### src/rtl/md_stall_ctrl.sv
// Multiply/divide busy sequencer and pipeline stall merge.
// A down-counter tracks the in-flight mult/div latency; its busy state is
// combined with the external data-hazard request to hold F/D and bubble D/E.
module md_stall_ctrl #(
  parameter int MULT_CYCLES = 5,
  parameter int DIV_CYCLES  = 10,
  parameter int CNT_W       = 4
) (
  input  logic clk,
  input  logic reset,
  input  logic E_md_start,
  input  logic E_md_is_div,
  input  logic md_abort,
  input  logic D_uses_md,
  input  logic D_data_stall,
  output logic md_busy,
  output logic md_done,
  output logic md_err,
  output logic stall,
  output logic pc_en,
  output logic fd_en,
  output logic de_clear
);

  localparam logic [CNT_W-1:0] MULT_LOAD = CNT_W'(MULT_CYCLES);
  localparam logic [CNT_W-1:0] DIV_LOAD  = CNT_W'(DIV_CYCLES);
  localparam logic [CNT_W-1:0] CNT_ONE   = CNT_W'(1);

  typedef enum logic {
    IDLE = 1'b0,
    BUSY = 1'b1
  } state_t;

  state_t           state;
  state_t           state_nxt;
  logic [CNT_W-1:0] cnt;
  logic [CNT_W-1:0] cnt_nxt;
  logic             done_nxt;
  logic             err_nxt;

  // State, counter and status flags; everything returns to idle on reset.
  always_ff @(posedge clk or negedge reset) begin
    if (!reset) begin
      state   <= IDLE;
      cnt     <= '0;
      md_done <= 1'b0;
      md_err  <= 1'b0;
    end else begin
      state   <= state_nxt;
      cnt     <= cnt_nxt;
      md_done <= done_nxt;
      md_err  <= err_nxt;
    end
  end

  // Next-state: accept a start in IDLE, count down in BUSY; abort beats done.
  always_comb begin
    state_nxt = state;
    cnt_nxt   = cnt;
    done_nxt  = 1'b0;
    err_nxt   = md_err;
    case (state)
      IDLE: begin
        if (E_md_start && !md_abort) begin
          state_nxt = BUSY;
          cnt_nxt   = E_md_is_div ? DIV_LOAD : MULT_LOAD;
        end
      end
      BUSY: begin
        // A start while busy is dropped (no reload) but latched as an error.
        if (E_md_start) begin
          err_nxt = 1'b1;
        end
        if (md_abort) begin
          state_nxt = IDLE;
          cnt_nxt   = '0;
        end else if (cnt == CNT_ONE) begin
          state_nxt = IDLE;
          cnt_nxt   = '0;
          done_nxt  = 1'b1;
        end else begin
          cnt_nxt = cnt - CNT_ONE;
        end
      end
      default: begin
        state_nxt = IDLE;
        cnt_nxt   = '0;
      end
    endcase
  end

  // Stall merge; the pipeline is frozen with a bubble in E while reset is held.
  always_comb begin
    md_busy  = (state == BUSY);
    stall    = D_data_stall | (D_uses_md & (E_md_start | md_busy));
    pc_en    = reset & ~stall;
    fd_en    = reset & ~stall;
    de_clear = ~reset | stall;
  end

endmodule
### config.mk
export PLATFORM = sky130hd
export DESIGN_NAME = md_stall_ctrl
export DESIGN_NICKNAME = d
export VERILOG_FILES = /design/src/rtl/md_stall_ctrl.sv
export SDC_FILE = /design/constraint.sdc
export NUM_CORES = 1
export LEC_CHECK = 0
export BUFFER_PORTS_ARGS = -buffer_cell sky130_fd_sc_hd__buf_2
export CAP_MARGIN = 15
export CORE_AREA = 2 2 39 41
export DETAILED_ROUTE_END_ITERATION = 8
export DIE_AREA = 0 0 41 43
export SYNTH_ARGS = -nofsm -noshare
export SYNTH_HDL_FRONTEND = slang
export SYNTH_SLANG_ARGS = --single-unit
### constraint.sdc
create_clock -name clk -period 1.3 [get_ports clk]
set_input_delay 0.26 -clock clk [delete_from_list [all_inputs] [get_ports clk]]
set_output_delay 0.26 -clock clk [all_outputs]
set_load 0.05 [all_outputs]
Word-level counts from Yosys, hierarchy flattened
Cells that the tools add are included.
{"block": "op_classes", "muxes": 12, "addsub": 1, "bitwise": 8, "n_eq_ne": 2, "n_reduce_logical": 3}
{"op": "4-bit two-way mux", "count": 4}
{"op": "4-bit case mux with 2 select lines", "count": 1}
{"op": "1-bit two-way mux", "count": 6}
{"op": "4-bit by 1-bit == test with 1-bit output (second input constant)", "count": 1}
{"op": "4-bit by 1-bit subtractor with 4-bit output (second input constant)", "count": 1}
{"op": "1-bit NOT", "count": 3}
{"op": "1-bit OR", "count": 3}
{"op": "1-bit AND", "count": 2}
{"op": "2-bit != test (second input constant)", "count": 1}
{"op": "1-bit case mux with 2 select lines", "count": 1}
{"op": "2-bit AND reduction", "count": 1}
{"op": "1-bit logical AND", "count": 1}
{"op": "1-bit logical NOT", "count": 1}
{"block": "totals", "reg_bits": 7, "word_cells": 30, "in_bits": 7, "out_inout_bits": 7}

Depth between registers and ports, before layout
{"block": "depth", "depth_word": 5, "depth_mapped": 5, "depth_no_buf": 5}

Worst setup path after synthesis
Ideal clock, no wire load.
{"block": "synth_timing", "path_type": "reg-to-output", "start": "register state, in the netlist md_busy", "end": "output port pc_en", "arrival_time_ns": 1.697, "stages_incl_launch_ff": 5, "slack_ns": -0.657, "t_required_ns": 1.040, "n_path_buf": 1, "cell_sequence": "dfrtp_1 o21a_1 nor2_1 and2_1 buf_4"}
{"block": "synth_between", "elab_chain_cells": 5}
{"item": "from (decl)", "line_no": "34", "rtl": "state_t state;"}
{"item": "from (signal assigned)", "line_no": "49", "rtl": "state <= state_nxt;"}
{"item": "1-bit OR", "line_no": "95", "rtl": "stall = D_data_stall | (D_uses_md & (E_md_start | md_busy));"}
{"item": "1-bit AND", "line_no": "95"}
{"item": "1-bit OR", "line_no": "95"}
{"item": "1-bit NOT"}
{"item": "1-bit AND"}
{"item": "to (decl)", "line_no": "20", "rtl": "output logic pc_en,"}
No other way between the ends.

Worst setup path after layout
{"block": "layout_timing", "start": "register state, in the netlist md_busy", "end": "output port fd_en"}
{"block": "layout_between", "elab_chain_cells": 5}
{"item": "1-bit OR", "line_no": "95"}
{"item": "1-bit AND", "line_no": "95"}
{"item": "1-bit OR", "line_no": "95"}
{"item": "1-bit NOT", "line_no": "97", "rtl": "fd_en = reset & ~stall;"}
{"item": "1-bit AND", "line_no": "97"}
{"item": "to (decl)", "line_no": "21", "rtl": "output logic fd_en,"}
No other way between the ends.

==> results.md <==
* Crit start category: flop
* Largest net degree at the start of global routing at 14
* Max rail drop VDD at 0.554 mV
* Count leader, synth: dfrtp_1
* Number of global-route vias before repair at 355
* Worst Slack Setup Final at -0.224 ns
* First-pass GRT wire length at 1390 µm
* Initial DRC count at 3
* Seq/Total Area, Yosys at 42.6%
* Leakage at 0.295 nW
* N_diodes at 0
* Worst-Skew Late Latency at 0.26 ns
* Largest stage delay, worst path at 0.39 ns
* H-tree depth at 1
* Post CTS Setup Buffer Count at 0
* CP Max Fanout at 3
* Core box area at 0.00138 mm²
* Dominant synthesized flop cell: dfrtp_1
* Clock-pin slew on the worst setup and hold paths at 0.06 ns
* Final Critical Period at 1.52 ns
* Worst path arrival time at 1.26 ns
* Clock group share of total power at 20.6%
* Initial antenna violation count at 0
* Switch share at 36.4%
* Port Buffers at 13
* Post-route ant nets at 0
* #FFs+latches synth at 7
* Multi-input logic area at 235 µm²
* Syn Nets at 52
* Ys async rst share at 100%
* Share of the synthesized area in the top cell type at 42.6%
* Failing checks: setup timing
* Clock Sinks at 7
* Setup violations, final at 7
* Tightest Pin Transition at 0.241 ns
* Clk root buf: clkbuf_4
* Final Hold Fails at 0
* Synth area leaders: dfrtp_1, ha_1, nand3b_1
* FF+latch area at 178 µm²
* Fillers at 140
* Syn Inst Count at 43
* Final Hold Slack at 0.250 ns
* Post-layout util at 45.8%
* Commonest cells in the netlist: dfrtp_1, inv_1, nor2_1, nand3b_1
* Leading area contributor after synthesis: dfrtp_1
* Die Span Y at 43 µm
* PD cells at 1540 mW/mm²
* Psw at 0.000354 W
* Layout cell share with drive strength beyond 1 at 50.0%
* Wire per inst at 11.8 µm
* Clock Skew at 0.0107 ns
* CP Capture Type: output pin
* Final period utilization at 117%
* Initial Util at 29.7%
* Vias per std cell at 4.79
* Post-Syn Area at 412 µm²
* Max-slew headroom at 83.7%
* WP data required at 1.04 ns
* Mapped Avg Cell Area at 9.57 µm²
* Nets at 76
* TritonRoute pass-1 iters at 4
* Critical path type: reg2out
* Slowest CP cell: dfrtp_2
* EDFF count, synth at 0
* Library cells used by synthesis at 23
* Gr ovfl total at 0
* CTS Buf Count at 3
* Number of cell rows at 14
* Synth warn at 0
* DP HPWL at 694 µm
* CP cell instances: o21a_1, nor2_2, and2_4, buf_6
* Status: finished with violations
* Die ar. at 0.00176 mm²
* Slew Limit Fails at 0
* CTS tree: yes
* Seq pwr share at 32.8%
* P_int at 0.000618 W
* Fmax at 656 MHz
* Wirelength, routed at 965 µm
* Routability cong. at 0.732
* Max clock buf depth at 2
* Unrepaired setup endpoints after global routing: yes
* GRT Total Usage at 12.5%
* Area Overhead vs Synth at 53.8%
* Worst hold path class: in2reg
* # IOs at 14
* Logic pwr share at 46.5%
* Residual DRC count at 0
* DR vias at 393
* Max-Cap Viols at 0
* Die Width at 41 µm
-- path summary, 6_finish.rpt --
kind	start	end	slack [ns]	cells past startpoint
worst min-delay path	md_abort	md_done	0.25	2
min in group asynchronous	reset	md_done	0.40	2
worst max-delay path	md_busy	fd_en	-0.22	4
max in group asynchronous	reset	cnt[0]	0.55	3
worst min register to register	md_err	md_err	0.45	1
worst max register to register	cnt[1]	cnt[2]	-0.03	5
-- cell type report --
cell class / instances / share of cell area, %
Tap cell: 16 / 3.16
Inverter: 4 / 2.37
Sequential cell: 7 / 28.1
Timing Repair Buffer: 21 / 25.1
Clock buffer: 4 / 4.15
Multi-Input combinational cell: 30 / 37.2
-- power by group through the flow --
| stage | clock network [W] | logic, W | registers [W] |
|---|---|---|---|
| 6_report | 0.000201 | 0.000453 | 0.000319 |
| 5_1_grt | 0.000223 | 0.000491 | 0.000327 |
| 4_1_cts | 0.000207 | 0.000409 | 0.000310 |
| 3_5_place_dp | 0 | 0.000389 | 0.000313 |
| 3_3_place_gp | 0 | 0.000389 | 0.000310 |
| 2_1_floorplan | 0 | 0.000218 | 0.000348 |
-- cells in the final DEF (no fill, tap or decap), types with 2 or more instances in the layout --
| cell type | count |
|---|---|
| clkbuf_4 | 3 |
| nand2_1 | 2 |
| inv_1 | 3 |
| buf_6 | 5 |
| buf_4 | 7 |
| a21oi_1 | 2 |
| nand3b_1 | 3 |
| buf_2 | 8 |
| dfrtp_2 | 2 |
| o21a_1 | 2 |
| nor2_1 | 3 |
| dfrtp_1 | 5 |
-- worst max-delay path: cells and delay by family, from the launching register on --
| family | cells | cell delay [ns] |
|---|---|---|
| flip-flops | 1 | 0.39 |
| AND/OR/NAND/NOR | 2 | 0.29 |
| AO/OA/AOI/OAI | 1 | 0.17 |
| buffers and inverters | 1 | 0.15 |
-- routing by layer --
metal	GRT usage [%]	part of all wire, %	routed length [µm]
met1	10.8	37	357
met2	20.0	54	517
met3	6.28	6.5	63
met4	10.0	2.8	27
met5	0	0	0
-- sequential cells by signal (all words and copies together), names as in the netlist --
register / flops
md_done: 1
md_busy: 1
cnt: 4
md_err: 1
-- what timing repair did --
item | 4_1_cts | 5_1_grt
pin swaps | 0 | 2
hold buffers | 1 | 0
resized for setup | 9 | 8
hold endpoints to repair | 5 | 0
endpoints found under the setup margin | 5 | 8
-- cell families after synthesis --
family	after synthesis	share of synthesized area [%]
flops	7	42.6
mux	1	2.43
xor+xnor	1	2.13
simple gates	16	24.0
buf+inv	6	6.69
fa+ha+maj	2	6.08
compound gates	10	16.1
-- per-stage QoR --
stage / total power, W / setup TNS (ns) / instance area, µm² / worst slack [ns] / cells
2_1_floorplan: 0.000565 / -0.329 / 425 / -0.207 / 43
3_3_place_gp: 0.000699 / -0.0375 / 543 / -0.0194 / 77
3_5_place_dp: 0.000702 / -0.0597 / 543 / -0.0300 / 77
4_1_cts: 0.000926 / -0.714 / 607 / -0.227 / 82
5_1_grt: 0.00104 / -1.13 / 633 / -0.281 / 82
6_report: 0.000972 / -0.747 / 633 / -0.224 / 82
Power figures use the tool's default switching activity.
